==> config.mk <==
export PLATFORM = sky130hd
export DESIGN_NAME = wb_frame_assembler
export DESIGN_NICKNAME = d
export VERILOG_FILES = /design/src/rtl/wb_frame_assembler.sv
export SDC_FILE = /design/constraint.sdc
export NUM_CORES = 1
export LEC_CHECK = 0
export BUFFER_PORTS_ARGS = -buffer_cell sky130_fd_sc_hd__buf_2
export CAP_MARGIN = 10
export CORE_UTILIZATION = 30
export CTS_CLUSTER_DIAMETER = 40
export DETAILED_ROUTE_END_ITERATION = 8
export PLACE_DENSITY_LB_ADDON = 0.2
export RECOVER_POWER = 25
export SYNTH_ARGS = -nofsm -noshare
export SYNTH_HDL_FRONTEND = slang
export SYNTH_SLANG_ARGS = --single-unit
==> constraint.sdc <==
create_clock -name CLK_I -period 8.1 [get_ports CLK_I]
set_clock_uncertainty 0.05 [all_clocks]
set_input_delay 0 -clock CLK_I [delete_from_list [all_inputs] [get_ports CLK_I]]
set_output_delay 0 -clock CLK_I [all_outputs]
set_load 0.1 [all_outputs]
==> src/rtl/wb_frame_assembler.sv <==
// wb_frame_assembler
// Collects three decoded words into a frame. Each frame starts with a K28.5 comma.
// Complete frames are queued in a small FIFO, which a Wishbone slave drains.
//
// Optional feature macro: WB_FRAME_ASSEMBLER_ERRCNT_EN
//   When defined, status[23:16] is a saturating count of alignment-error events.
//   When undefined, that counter does not exist and status[23:16] reads 0.
//
// state | meaning
// ------+-----------------------------------------------
// HUNT  | no partial frame; waiting for a comma
// GOT1  | comma captured as w0; waiting for w1
// GOT2  | w0 and w1 captured; the next data word completes the frame
module wb_frame_assembler #(
  parameter int unsigned FIFO_DEPTH = 4,
  parameter logic [31:0] ADR_STATUS = 32'h0,
  parameter logic [31:0] ADR_DATA   = 32'h4
) (
  input  logic        CLK_I,
  input  logic        RST_I,
  input  logic [8:0]  word_i,
  input  logic        word_valid_i,
  input  logic        word_err_i,
  input  logic        CYC_I,
  input  logic        STB_I,
  input  logic        WE_I,
  input  logic [31:0] ADR_I,
  input  logic [31:0] DAT_I,
  output logic        ACK_O,
  output logic        ERR_O,
  output logic [31:0] DAT_O,
  output logic        irq_o
);

  localparam int AW = (FIFO_DEPTH > 1) ? $clog2(FIFO_DEPTH) : 1;
  localparam int CW = AW + 1;
  localparam logic [8:0] COMMA = 9'h1BC;

  typedef enum logic [1:0] {HUNT, GOT1, GOT2} state_t;

  state_t      state_q, state_d;
  logic [8:0]  w0_q, w0_d, w1_q, w1_d;
  logic        push;
  logic        align_evt;
  logic [26:0] push_frame;

  logic [26:0]   mem [FIFO_DEPTH];
  logic [AW-1:0] wptr_q, rptr_q;
  logic [CW-1:0] count_q;
  logic          full, empty;
  logic          pop, push_ok, overflow_set;

  logic        overflow_q, align_err_q;
  logic [7:0]  err_cnt;
  logic [31:0] status;

  logic bus_act, sel_status, sel_data;
  logic status_rd, status_wr, data_rd_ok;
  logic clr_ovf, clr_align, clr_cnt;

  // Assembler state and captured words.
  always_ff @(posedge CLK_I) begin
    if (RST_I) begin
      state_q <= HUNT;
      w0_q    <= '0;
      w1_q    <= '0;
    end else begin
      state_q <= state_d;
      w0_q    <= w0_d;
      w1_q    <= w1_d;
    end
  end

  // Next-state decode. A decode error always aborts the frame in progress.
  always_comb begin
    state_d    = state_q;
    w0_d       = w0_q;
    w1_d       = w1_q;
    push       = 1'b0;
    align_evt  = 1'b0;
    push_frame = {w0_q, w1_q, word_i};
    if (word_valid_i) begin
      if (word_err_i) begin
        state_d   = HUNT;
        align_evt = 1'b1;
      end else begin
        case (state_q)
          HUNT: begin
            if (word_i == COMMA) begin
              w0_d    = word_i;
              state_d = GOT1;
            end
          end
          GOT1: begin
            if (word_i == COMMA) begin
              w0_d      = word_i;
              align_evt = 1'b1;
            end else begin
              w1_d    = word_i;
              state_d = GOT2;
            end
          end
          GOT2: begin
            if (word_i == COMMA) begin
              w0_d      = word_i;
              state_d   = GOT1;
              align_evt = 1'b1;
            end else begin
              push    = 1'b1;
              state_d = HUNT;
            end
          end
          default: state_d = HUNT;
        endcase
      end
    end
  end

  assign full    = (count_q == CW'(FIFO_DEPTH));
  assign empty   = (count_q == '0);
  // Pop only ever happens when the FIFO is non-empty. When full, a push still
  // succeeds if a pop happens in the same cycle and frees the slot.
  assign push_ok      = push & (~full | pop);
  assign overflow_set = push & full & ~pop;

  // FIFO pointers and occupancy. The pointer widths make them wrap naturally.
  always_ff @(posedge CLK_I) begin
    if (RST_I) begin
      wptr_q  <= '0;
      rptr_q  <= '0;
      count_q <= '0;
    end else begin
      if (push_ok) wptr_q <= wptr_q + AW'(1);
      if (pop)     rptr_q <= rptr_q + AW'(1);
      case ({push_ok, pop})
        2'b10:   count_q <= count_q + CW'(1);
        2'b01:   count_q <= count_q - CW'(1);
        default: count_q <= count_q;
      endcase
    end
  end

  // Frame storage. No reset is needed because the pointers gate visibility.
  always_ff @(posedge CLK_I) begin
    if (push_ok && !RST_I) mem[wptr_q] <= push_frame;
  end

  assign bus_act    = CYC_I & STB_I;
  assign sel_status = (ADR_I == ADR_STATUS);
  assign sel_data   = (ADR_I == ADR_DATA);
  assign status_rd  = bus_act & sel_status & ~WE_I;
  assign status_wr  = bus_act & sel_status & WE_I;
  assign data_rd_ok = bus_act & sel_data & ~WE_I & ~empty;
  assign pop        = data_rd_ok;

  assign clr_ovf   = status_wr & DAT_I[10];
  assign clr_align = status_wr & DAT_I[11];
  assign clr_cnt   = status_wr & DAT_I[16];

  // Sticky error flags. A set event in the same cycle as its clear wins.
  always_ff @(posedge CLK_I) begin
    if (RST_I) begin
      overflow_q  <= 1'b0;
      align_err_q <= 1'b0;
    end else begin
      if (overflow_set)   overflow_q <= 1'b1;
      else if (clr_ovf)   overflow_q <= 1'b0;
      if (align_evt)      align_err_q <= 1'b1;
      else if (clr_align) align_err_q <= 1'b0;
    end
  end

`ifdef WB_FRAME_ASSEMBLER_ERRCNT_EN
  logic [7:0] err_cnt_q;
  logic [28:0] dat_unused;
  assign dat_unused = {DAT_I[31:17], DAT_I[15:12], DAT_I[9:0]};

  // Saturating alignment-error counter. An event during a clear counts as 1.
  always_ff @(posedge CLK_I) begin
    if (RST_I) begin
      err_cnt_q <= 8'h00;
    end else if (align_evt) begin
      if (clr_cnt)                 err_cnt_q <= 8'h01;
      else if (err_cnt_q != 8'hFF) err_cnt_q <= err_cnt_q + 8'h01;
    end else if (clr_cnt) begin
      err_cnt_q <= 8'h00;
    end
  end

  assign err_cnt = err_cnt_q;
`else
  logic [29:0] dat_unused;
  assign dat_unused = {DAT_I[31:16], DAT_I[15:12], DAT_I[9:0]};
  assign err_cnt    = 8'h00;
`endif

  assign status = {8'h00, err_cnt, 4'h0, align_err_q, overflow_q, full, empty,
                   {(8-CW){1'b0}}, count_q};

  // Wishbone slave outputs are purely combinational; ERR_O covers every access
  // that does not get an ACK_O.
  always_comb begin
    ACK_O = bus_act & (sel_status | data_rd_ok);
    ERR_O = bus_act & ~(sel_status | data_rd_ok);
    DAT_O = 32'h0;
    if (status_rd)       DAT_O = status;
    else if (data_rd_ok) DAT_O = {5'b0, mem[rptr_q]};
  end

  assign irq_o = ~empty;

endmodule

Word-level counts from Yosys, hierarchy flattened:

Memories as Yosys holds them, arrays and structs flattened. A register that Yosys moved wholly into a read port is not among the register bits.
Index checks and enable logic that the tools add are counted.

* output and inout bits: 35
* logic and storage cells: 82
* memories kept: 1
* memory bits (writable): 108
* flip-flop bits (word level): 29
* bits of input ports: 80

Memory list
* mem: words 4, bits a word 27, read ports 1, clocked after Yosys merged registers in 1, wr ports 1, RTL line 47 `logic [26:0] mem [FIFO_DEPTH];`

* muxes and demuxes: 24
* bitwise operators: 23
* reductions and logical operators: 13
* $add $sub $neg: 4
* equality and inequality tests: 9

Operators by type and width (number)
* $mux 27: 2
* $eq 32x3->1 const B: 1
* $logic_not 32->1: 1
* $mux 1: 15
* $and 1x1->1: 14
* $mux 2: 5
* $eq 9x9->1 const B: 1
* $reduce_and 4->1: 2
* $not 1->1: 7
* $ne 3x3->1 const B: 2
* $pmux 2 s3: 1
* $pmux 3 s2: 1
* $reduce_bool 2->1: 3
* $add 2x1->2 const B: 2
* $eq 2x1->1 const B: 2
* $eq 2x2->1 const B: 2
* $add 3x1->3 const B: 1
* $eq 3x3->1 const B: 1
* $logic_not 3->1: 1
* $reduce_and 3->1: 1
* $reduce_or 3->1: 1
* $sub 3x1->3 const B: 1
* $logic_not 2->1: 1
* $or 1x1->1: 2
* 3 further kinds: 3

Logic depth before layout (Yosys ltp):

Gate-level depths: netlist of the first run.

* depth after elaboration: 9
* gate-level depth with buffers: 10
* gate-level depth less buffers: 9

Least setup slack after synthesis of the first run:

OpenSTA, ideal clock, no wires.

* path type: flip-flop to flip-flop
* start point: register count_q[2]
* end point: memory mem[0][0], enable pin
* period minus slack after synthesis: 3.669 ns
* required time: 7.599 ns
* setup slack: 4.431 ns
* setup time: 0.451 ns
* stages on the path, launching flop included: 6
* arrival: 3.168 ns
* path buffers: 0
* cell sequence: dfxtp_1 > nor3_2 > nor4b_2 > nand3_1 > a21o_1 > nor3b_1

* cells in the longest elaborated chain, start to end: 8
* elaborated cells on any way between the ends: 10
* those cells by class: eq/ne (1); mux (2); bitwise (5); reduce/logical (2)

RTL lines
* from (decl): RTL line 49 `logic [CW-1:0] count_q;`
* from (signal assigned): RTL line 136 `2'b10: count_q <= count_q + CW'(1);`
* from (signal assigned): RTL line 137 `2'b01: count_q <= count_q - CW'(1);`
* from (signal assigned): RTL line 138 `default: count_q <= count_q;`
* $logic_not 3->1: RTL line 120 `assign empty = (count_q == '0);`
* $not 1->1: RTL line 153 `assign data_rd_ok = bus_act & sel_data & ~WE_I & ~empty;`
* $and 1x1->1: RTL line 153
* $or 1x1->1 (*): RTL line 123 `assign push_ok = push & (~full | pop);`
* $and 1x1->1 (*): RTL line 123
* $logic_and 1x1->1 (*): RTL line 145 `if (push_ok && !RST_I) mem[wptr_q] <= push_frame;`
* $mux 1 (*): RTL line 145
* $mux 1 (not written as such) (*): RTL line 145
* to (decl): RTL line 47

Mark *: on every way between the ends. The rest lies on a longest branch, timed or not.

Worst setup path in the final report of the first run:

* start point: register count_q[2]
* end point: memory mem[0][8], enable pin

The elaborated chain is that of the path after synthesis.

==> results of run 1 <==
power breakdown:
group / internal, W / total [W] / switching [W]
clock: 0.000404 / 0.000687 / 0.000282
sequential: 0.000763 / 0.000765 / 0.00000136
combinational: 0.0000185 / 0.0000523 / 0.0000338
state kept, by name, summed over array words and instances (netlist names), named ones only:
register,flops
state_q,2
overflow_q,1
wptr_q,2
w1_q,9
rptr_q,2
align_err_q,1
count_q,3
mem,108
w0_q,9
final timing paths:
kind / endpoint / slack, ns / cells after the start
worst min register to register: flop / 0.44 / 2
worst max register to register: mem[0][8] / 5.07 / 6
worst min-delay path: flop / 0.15 / 2
worst max-delay path: mem[0][8] / 5.07 / 6
worst max-delay path: cells and delay by family, from the launching register on:
family                 cells  cell delay, ns
AO/OA/AOI/OAI              1            0.29
buffers and inverters      1            0.44
flip-flops                 1            0.39
AND/OR/NAND/NOR            4            1.52
synthesized netlist by cell type (3+ instances only):
cell,number
mux2i_1,12
nor2_1,35
nand4_1,3
clkbuf_1,9
nand2b_1,5
edfxtp_1,108
nor3b_1,4
a21oi_1,6
nor4_2,7
ha_1,9
nor3_1,3
buf_4,6
mux4_2,27
a22o_1,7
dfxtp_1,31
and2_1,24
inv_1,10
buf_2,4
nand2_1,3
mux2_1,3
kinds of logic (layout without fill, tap and decap cells):
logic type	Yosys count	after routing
xor gates and xnor gates	2	2
muxes	42	42
and+or+nand+nor	104	104
buffers and inverters	31	144
adders and majority gates	10	10
AOI/OAI and AO/OA	25	25
DFF	139	139
other	1	5
layer usage:
metal,vias to the layer above,global-route usage,part of all wire
li1,1560,-,-
met1,1656,0.162,0.46
met2,95,0.218,0.48
met3,12,0.0438,0.055
met4,0,0.0429,0.0094
met5,-,0,0
final cells by class:
| type | count | area share |
|---|---|---|
| Sequential cell | 139 | 0.537 |
| Multi-Input combinational cell | 188 | 0.256 |
| Timing Repair Buffer | 102 | 0.0827 |
| Clock buffer | 21 | 0.0640 |
| Tap cell | 260 | 0.0452 |
| Clock inverter | 11 | 0.00991 |
| Inverter | 10 | 0.00521 |
per-stage QoR:
stage / instances / total power [W] / area [um2]
6_report: 731 / 0.00150 / 7200
5_1_grt: 731 / 0.00156 / 7200
4_1_cts: 731 / 0.00153 / 7210
3_5_place_dp: 685 / 0.000828 / 6540
3_3_place_gp: 684 / 0.000827 / 6530
2_1_floorplan: 358 / 0.000807 / 5830
==> qor.csv, run 1 <==
metric,value,unit
synth_edf_count,108,
most-common-layout-cells,"108 x edfxtp_1, 70 x buf_2, 35 x nor2_1",
grt_max_degree,41,
tightest_slew,1.12,ns
ant_nets,0,
wl_per_cell,16.8,um
rsz0062_at_grt,no,
synthArstFlopShare,0,
path_cells,nor3_2 > nor4b_2 > nand3_1 > a21o_1 > nor3b_2 > buf_4,
gp_congestion,0.744,
synth-xor-area-share,0.00301,
status,completed,
grt_pass1_vias,3403,
cts_buffers,17,
drive_gt1_frac,0.344,
place_ws,5.02,ns
gr-usage-all-layers,0.132,
yosysTopAreaCellShare,0.558,
crit_start,count_q[2],
synth_top_family_by_area,multiplexers,
synth-compound-area-share,0.0389,
setup_tns,0,ns
worstSetupEndpointType,flop,
numClockSinks,139,
yosys.area_share.simple,0.113,
tritoncts,yes,
ys_types,51,
drc,0,
crit_path_start_kind,flop,
drv_cap,0,
synth_ff_type,edfxtp_1,
final_core_util,0.382,
avgSynthCellArea,16.4,um2
synthMuxAreaShare,0.131,
htreeDepth,4,
crit_type,flop to flop,
seqCellArea,3870,um2
synthTopCellsByArea,"edfxtp_1 56%, dfxtp_1 11%, mux4_2 10%",
cp.required,8.14,ns
grt_pass1_wl,18800,um
nFillCells,1804,
port_buffers,79,
clkLatencyLatePin,0.41,ns
post_cts_buffers,0,
ys_seq_area_frac,0.664,
fin_crit,3.03,ns
die_w,141,um
arrival,3.07,ns
die_y,141,um
cts-root-buf,clkbuf_16,
multiInputGateArea,1840,um2
syn_area,5820,um2
hp-start,RST_I,
synth_fa_ha_area_frac,0.0228,
post-route-period-util,0.374,
hpwl,7630,um
hold_ws,0.147,ns
fmax,0.330,GHz
drtPass1Iterations,5,
core,18800,um2
syn_inst,354,
io-pin-count,115,
viasPerCell,4.55,
num_vias,3323,
cp_slowest_cell,nor3b_2,
wirelength,12300,um
p_leak,2.58,nW
ys_warn_count,0,
nets,548,
r2r_start,count_q[2],
setup_viol,0,
n_antenna_cell,0,
syn_to_final_growth,23.7,%
ys_ff_latch,139,
cts_resized,0,
hold_viol,0,
final_common_cell,edfxtp_1,
slowest_delay,0.84,ns
placementRows,50,
cp_max_fo,17,
dieArea,20000,um2
first_iter_violations,154,
initial_utilization,0.309,
slew_headroom,0.249,
ir_drop,0.138,mV
path_clk_slew,0.06,ns
clockBufferDepth,2,
p_per_area,209,nW/um2
antenna_found_initial,0,
post-synth-top-area-cell,edfxtp_1,
ctsHoldBuffers,14,
drv_slew,0,
overflow,0,
hold_path.class,primary input to flop,
setup_ws,5.07,ns
Note: power is estimated with default switching activity, not from simulation.
==> run 2, diff against run 1 <==
==> constraint.sdc (replaced) <==
create_clock -name CLK_I -period 2.6 [get_ports CLK_I]
set_clock_uncertainty 0.05 [all_clocks]
set_input_delay 0 -clock CLK_I [delete_from_list [all_inputs] [get_ports CLK_I]]
set_output_delay 0 -clock CLK_I [all_outputs]
set_load 0.1 [all_outputs]
==> run 2 against run 1 <==
  * Critical path depth increased by 3
  * Register-to-register slack got worse by 4.8 ns
  * Sequential share of layout area fell by 4.0 points
  * Via count grew 1.6%
  * Count of clock-buffer cells in the layout down 3
  * Sequential power grew to 3.1 times the previous value
==> qor.csv, run 2 (same netlist as run 1, synthesis figures left out) <==
metric,value,unit
top_regs,"mem x108, w0_q x9, w1_q x9",
cts_buffers,17,
port_buffers,79,
ant_nets,0,
gp_congestion,0.750,
grt_pass1_vias,3471,
num_vias,3375,
rrSetupSlack,0.28,ns
hpwl,7850,um
grt_pass1_wl,19500,um
nFillCells,1703,
die_y,141,um
grt_max_degree,41,
seqCellArea,3860,um2
multiInputGateArea,1870,um2
clkLatencyLatePin,0.43,ns
gr-usage-all-layers,0.135,
nets,555,
path_clk_slew,0.05,ns
rsz0062_at_grt,no,
status,completed,
arrival,2.59,ns
ir_drop,0.451,mV
core,18800,um2
hold_viol,0,
drive_gt1_frac,0.362,
tightest_slew,1.03,ns
placed_cell_area,7050,um2
initial_utilization,0.309,
crit_type,primary input to flop,
drtPass1Iterations,5,
wirelength,12600,um
dp.cells,690,
drc,0,
crit_path_start_kind,primary input,
cp.required,2.85,ns
drv_cap,0,
viasPerCell,4.57,
rr_worst_depth,8,
hold_path.class,primary input to flop,
drv_slew,0,
final_cells,738,
slew_headroom,0.315,
overflow,0,
dieArea,20000,um2
hold_ws,0.0378,ns
place_ws,0.270,ns
tritoncts,yes,
p_per_area,627,nW/um2
die_w,141,um
largest-register,mem,
wl_per_cell,17.1,um
antenna_found_initial,0,
cts-root-buf,clkbuf_16,
final_core_util,0.413,
postLayoutCellArea,7770,um2
clockBufferDepth,2,
final_common_cell,edfxtp_1,
most-common-layout-cells,"108 x edfxtp_1, 47 x buf_2, 35 x nor2_1",
first_iter_violations,170,
io-pin-count,115,
cp_max_fo,6,
largest_register_ffs,108,
n_antenna_cell,0,
post-route-period-util,0.902,
fin_crit,2.34,ns
worstSetupEndpointType,flop,
hold_depth,3,
syn_to_final_growth,33.6,%
numClockSinks,139,
htreeDepth,4,
setup_viol,0,
placementRows,50,
fmax,0.427,GHz
p_leak,2.75,nW
setup_ws,0.256,ns
run 2: changes by cell type in the layout (fill, tap and decap cells not counted), moves of 3 or more:
| cell | previous run | this run |
|---|---|---|
| buf_12 | 0 | 31 |
| nor3b_4 | 0 | 4 |
| clkbuf_1 | 11 | 6 |
| buf_2 | 70 | 47 |
| buf_4 | 8 | 13 |
| nor3b_2 | 5 | 1 |
| clkinv_2 | 3 | 0 |
run 2: where the power goes:
part | total, W | switching, W | internal, W | leakage (nW)
Combinational | 0.000165 | 0.000106 | 0.0000593 | 1.17
Sequential | 0.00238 | 0.00000417 | 0.00238 | 1.31
Clock | 0.00233 | 0.000919 | 0.00141 | 0.270
Total | 0.00488 | 0.00103 | 0.00385 | 2.75
run 2: repair_timing:
| item | CTS | global route |
|---|---|---|
| setup buffers | 0 | 3 |
| setup endpoints to repair | 0 | 1 |
| resized for setup | 0 | 0 |
| hold endpoints to repair | 49 | 0 |
| hold buffers | 13 | 0 |
run 2: worst paths after layout:
check / from / to
min reg2reg: rptr_q[1] / flop
max: word_i[3] / count_q[2]
max reg2reg: state_q[0] / mem[3][6]
min: WE_I / overflow_q
run 2: final cells by class:
| type | instances | share of cell area |
|---|---|---|
| repair buffers | 109 | 0.142 |
| clock inverters | 14 | 0.0188 |
| multi-input cells | 188 | 0.240 |
| clock buffers | 18 | 0.0552 |
| well taps | 260 | 0.0419 |
| flip-flops and latches | 139 | 0.497 |
| inverters | 10 | 0.00483 |
run 2: stage by stage:
stage               total power [W]  setup TNS (ns)
floorplan                   0.00252          -12.34
global placement            0.00258               0
detailed placement          0.00258               0
CTS                         0.00493               0
global route                0.00502               0
finish                      0.00488               0
run 2: critical path: stages:
cell	delay, ns
dlygate4sd3_1	0.53
buf_2	0.17
nand4_1	0.30
o31ai_4	0.46
nand2_1	0.11
fa_1	0.39
and2_1	0.15
mux2i_1	0.14
mux2_1	0.33
run 2: routing by layer:
layer,vias to the layer above,share of wire,track usage
met5,-,0,0
met4,0,0.011,0.0515
met3,11,0.045,0.0353
met2,88,0.48,0.222
met1,1698,0.46,0.170
li1,1578,-,-
==> run 3, diff against run 2 <==
--- a/config.mk
+++ b/config.mk
@@ -5,6 +5,7 @@
 export SDC_FILE = /design/constraint.sdc
 export NUM_CORES = 1
 export LEC_CHECK = 0
+export ABC_AREA = 1
 export BUFFER_PORTS_ARGS = -buffer_cell sky130_fd_sc_hd__buf_2
 export CAP_MARGIN = 10
 export CORE_UTILIZATION = 30
==> run 3 against run 2 <==
  * Clock power rose by 4%
  * Die area increased by 1.1%
  * Combinational power down 4%
  * Worst hold slack better by 0.0055 ns
  * Count of clock-buffer cells in the layout did not move
  * First-iteration DRC count is 8.2% lower
  * Register-to-register slack improved by 0.13 ns
  * Via count up 26%
  * Worst setup slack got worse by 0.049 ns
  * Largest power group is now the clock network
  * Highest routed layer unchanged
==> qor.csv, run 3 <==
metric,value,unit
post-route-period-util,0.920,
htreeDepth,4,
yosysTopAreaCellShare,0.551,
rr_worst_depth,9,
ys_ff_latch,139,
dieArea,20200,um2
io-pin-count,115,
ant_nets,0,
largest_register_ffs,108,
initial_utilization,0.310,
clockBufferDepth,2,
drive_gt1_frac,0.211,
post_cts_buffers,0,
fin_crit,2.39,ns
hold_viol,0,
path_clk_slew,0.06,ns
arrival,2.34,ns
top_regs,"mem x108, w0_q x9, w1_q x9",
ys_seq_area_frac,0.657,
tightest_slew,0.566,ns
grt_pass1_wl,21800,um
gp_congestion,0.758,
p_per_area,671,nW/um2
setup_ws,0.207,ns
worstSetupEndpointType,primary output,
crit_type,flop to primary output,
gr-usage-all-layers,0.146,
fmax,0.418,GHz
synthTopCellsByArea,"edfxtp_1 55%, dfxtp_1 11%, nor2_1 8.9%",
cts-root-buf,clkbuf_16,
final_cells,942,
yosys.cell_count.top_type,nor2_1,
multiInputGateArea,1770,um2
crit_path_start_kind,flop,
p_leak,2.82,nW
ir_drop,0.460,mV
setup_tns,0,ns
wl_per_cell,14.7,um
syn_inst,565,
core,19000,um2
placementRows,50,
tritoncts,yes,
drc,0,
grt_pass1_vias,4119,
synthArstFlopShare,0,
overflow,0,
rsz0062_at_grt,no,
cts_buffers,17,
syn_to_final_growth,25.9,%
drv_cap,0,
wirelength,13900,um
setup_viol,0,
status,completed,
n_antenna_cell,0,
viasPerCell,4.53,
slew_headroom,0.620,
clkLatencyLatePin,0.41,ns
hold_depth,6,
dp.cells,896,
ys_types,31,
cp_max_fo,20,
synth_edf_count,108,
post-synth-top-area-cell,edfxtp_1,
nets,759,
port_buffers,79,
die_y,142,um
synth_common_cells,"139 x nor2_1, 108 x edfxtp_1, 58 x o21ai_0, 48 x nand2_1, 46 x a21oi_1",
avgSynthCellArea,10.4,um2
nFillCells,1865,
hpwl,8760,um
first_iter_violations,156,
drtPass1Iterations,5,
hold_path.class,primary input to flop,
syn_area,5880,um2
seqCellArea,3860,um2
numClockSinks,139,
num_vias,4268,
antenna_found_initial,0,
p_total,0.00497,W
final_common_cell,nor2_1,
grt_max_degree,48,
synth_ff_type,edfxtp_1,
most-common-layout-cells,"134 x nor2_1, 108 x edfxtp_1, 70 x buf_2",
drv_slew,0,
largest-register,mem,
place_ws,0.419,ns
ys_warn_count,0,
cp.required,2.55,ns
die_w,142,um
==> run 3: logic make-up after synthesis <==
| group | after synthesis | synth area share |
|---|---|---|
| adders and majority gates | 10 | 0.0226 |
| AOI/OAI and AO/OA | 119 | 0.102 |
| buffers and inverters | 71 | 0.0508 |
| DFF | 139 | 0.657 |
| and+or+nand+nor | 225 | 0.167 |
| other | 1 | 0.000638 |
==> run 3: metrics by stage <==
| stage | cell area (um2) | util | hold WS [ns] |
|---|---|---|---|
| finish | 7410 | 0.391 | 0.0433 |
| global route | 7410 | 0.391 | 0.0525 |
| CTS | 7420 | 0.391 | 0.0208 |
| detailed placement | 6680 | 0.352 | 0.207 |
| global placement | 6680 | 0.352 | 0.194 |
| floorplan | 5930 | - | 0.0489 |
==> run 3: worst max-delay path, cell delays in order (launching register included) <==
cell and delay (ns):
dfxtp_1 0.38, inv_2 0.08, nand3_2 0.10, nand3_2 0.10, nor2_4 0.13, nand2_4 0.11
buf_4 0.26, a21oi_1 0.28, buf_2 0.49
==> run 3: area by class of cell <==
cell class	instances	area share
flip-flops and latches	139	0.522
multi-input cells	359	0.239
repair buffers	109	0.0921
clock buffers	18	0.0579
well taps	260	0.0439
clock inverters	14	0.0233
inverters	43	0.0220
==> run 3: metal layers <==
| layer | global-route usage | wire length (um) |
|---|---|---|
| met2 | 0.250 | 6870 |
| met4 | 0.0498 | 163 |
| met1 | 0.180 | 6200 |
| met5 | 0 | 0 |
| met3 | 0.0350 | 657 |
==> run 3: timing repair <==
action / in CTS / in global routing
gates resized for setup: 0 / 0
endpoints found under the hold margin: 58 / 0
hold buffers: 14 / 0
==> run 3: worst paths after layout <==
check	from	end	slack (ns)
max	count_q[0]	DAT_O[22]	0.21
min	WE_I	overflow_q	0.04
max reg2reg	count_q[0]	mem[2][7]	0.41
min reg2reg	overflow_q	overflow_q	0.42
==> run 3: power breakdown <==
group | internal, W | switching, W | total, W
Clock | 0.00151 | 0.000910 | 0.00242
Sequential | 0.00238 | 0.00000543 | 0.00239
Combinational | 0.0000555 | 0.000103 | 0.000158
Total | 0.00395 | 0.00102 | 0.00497
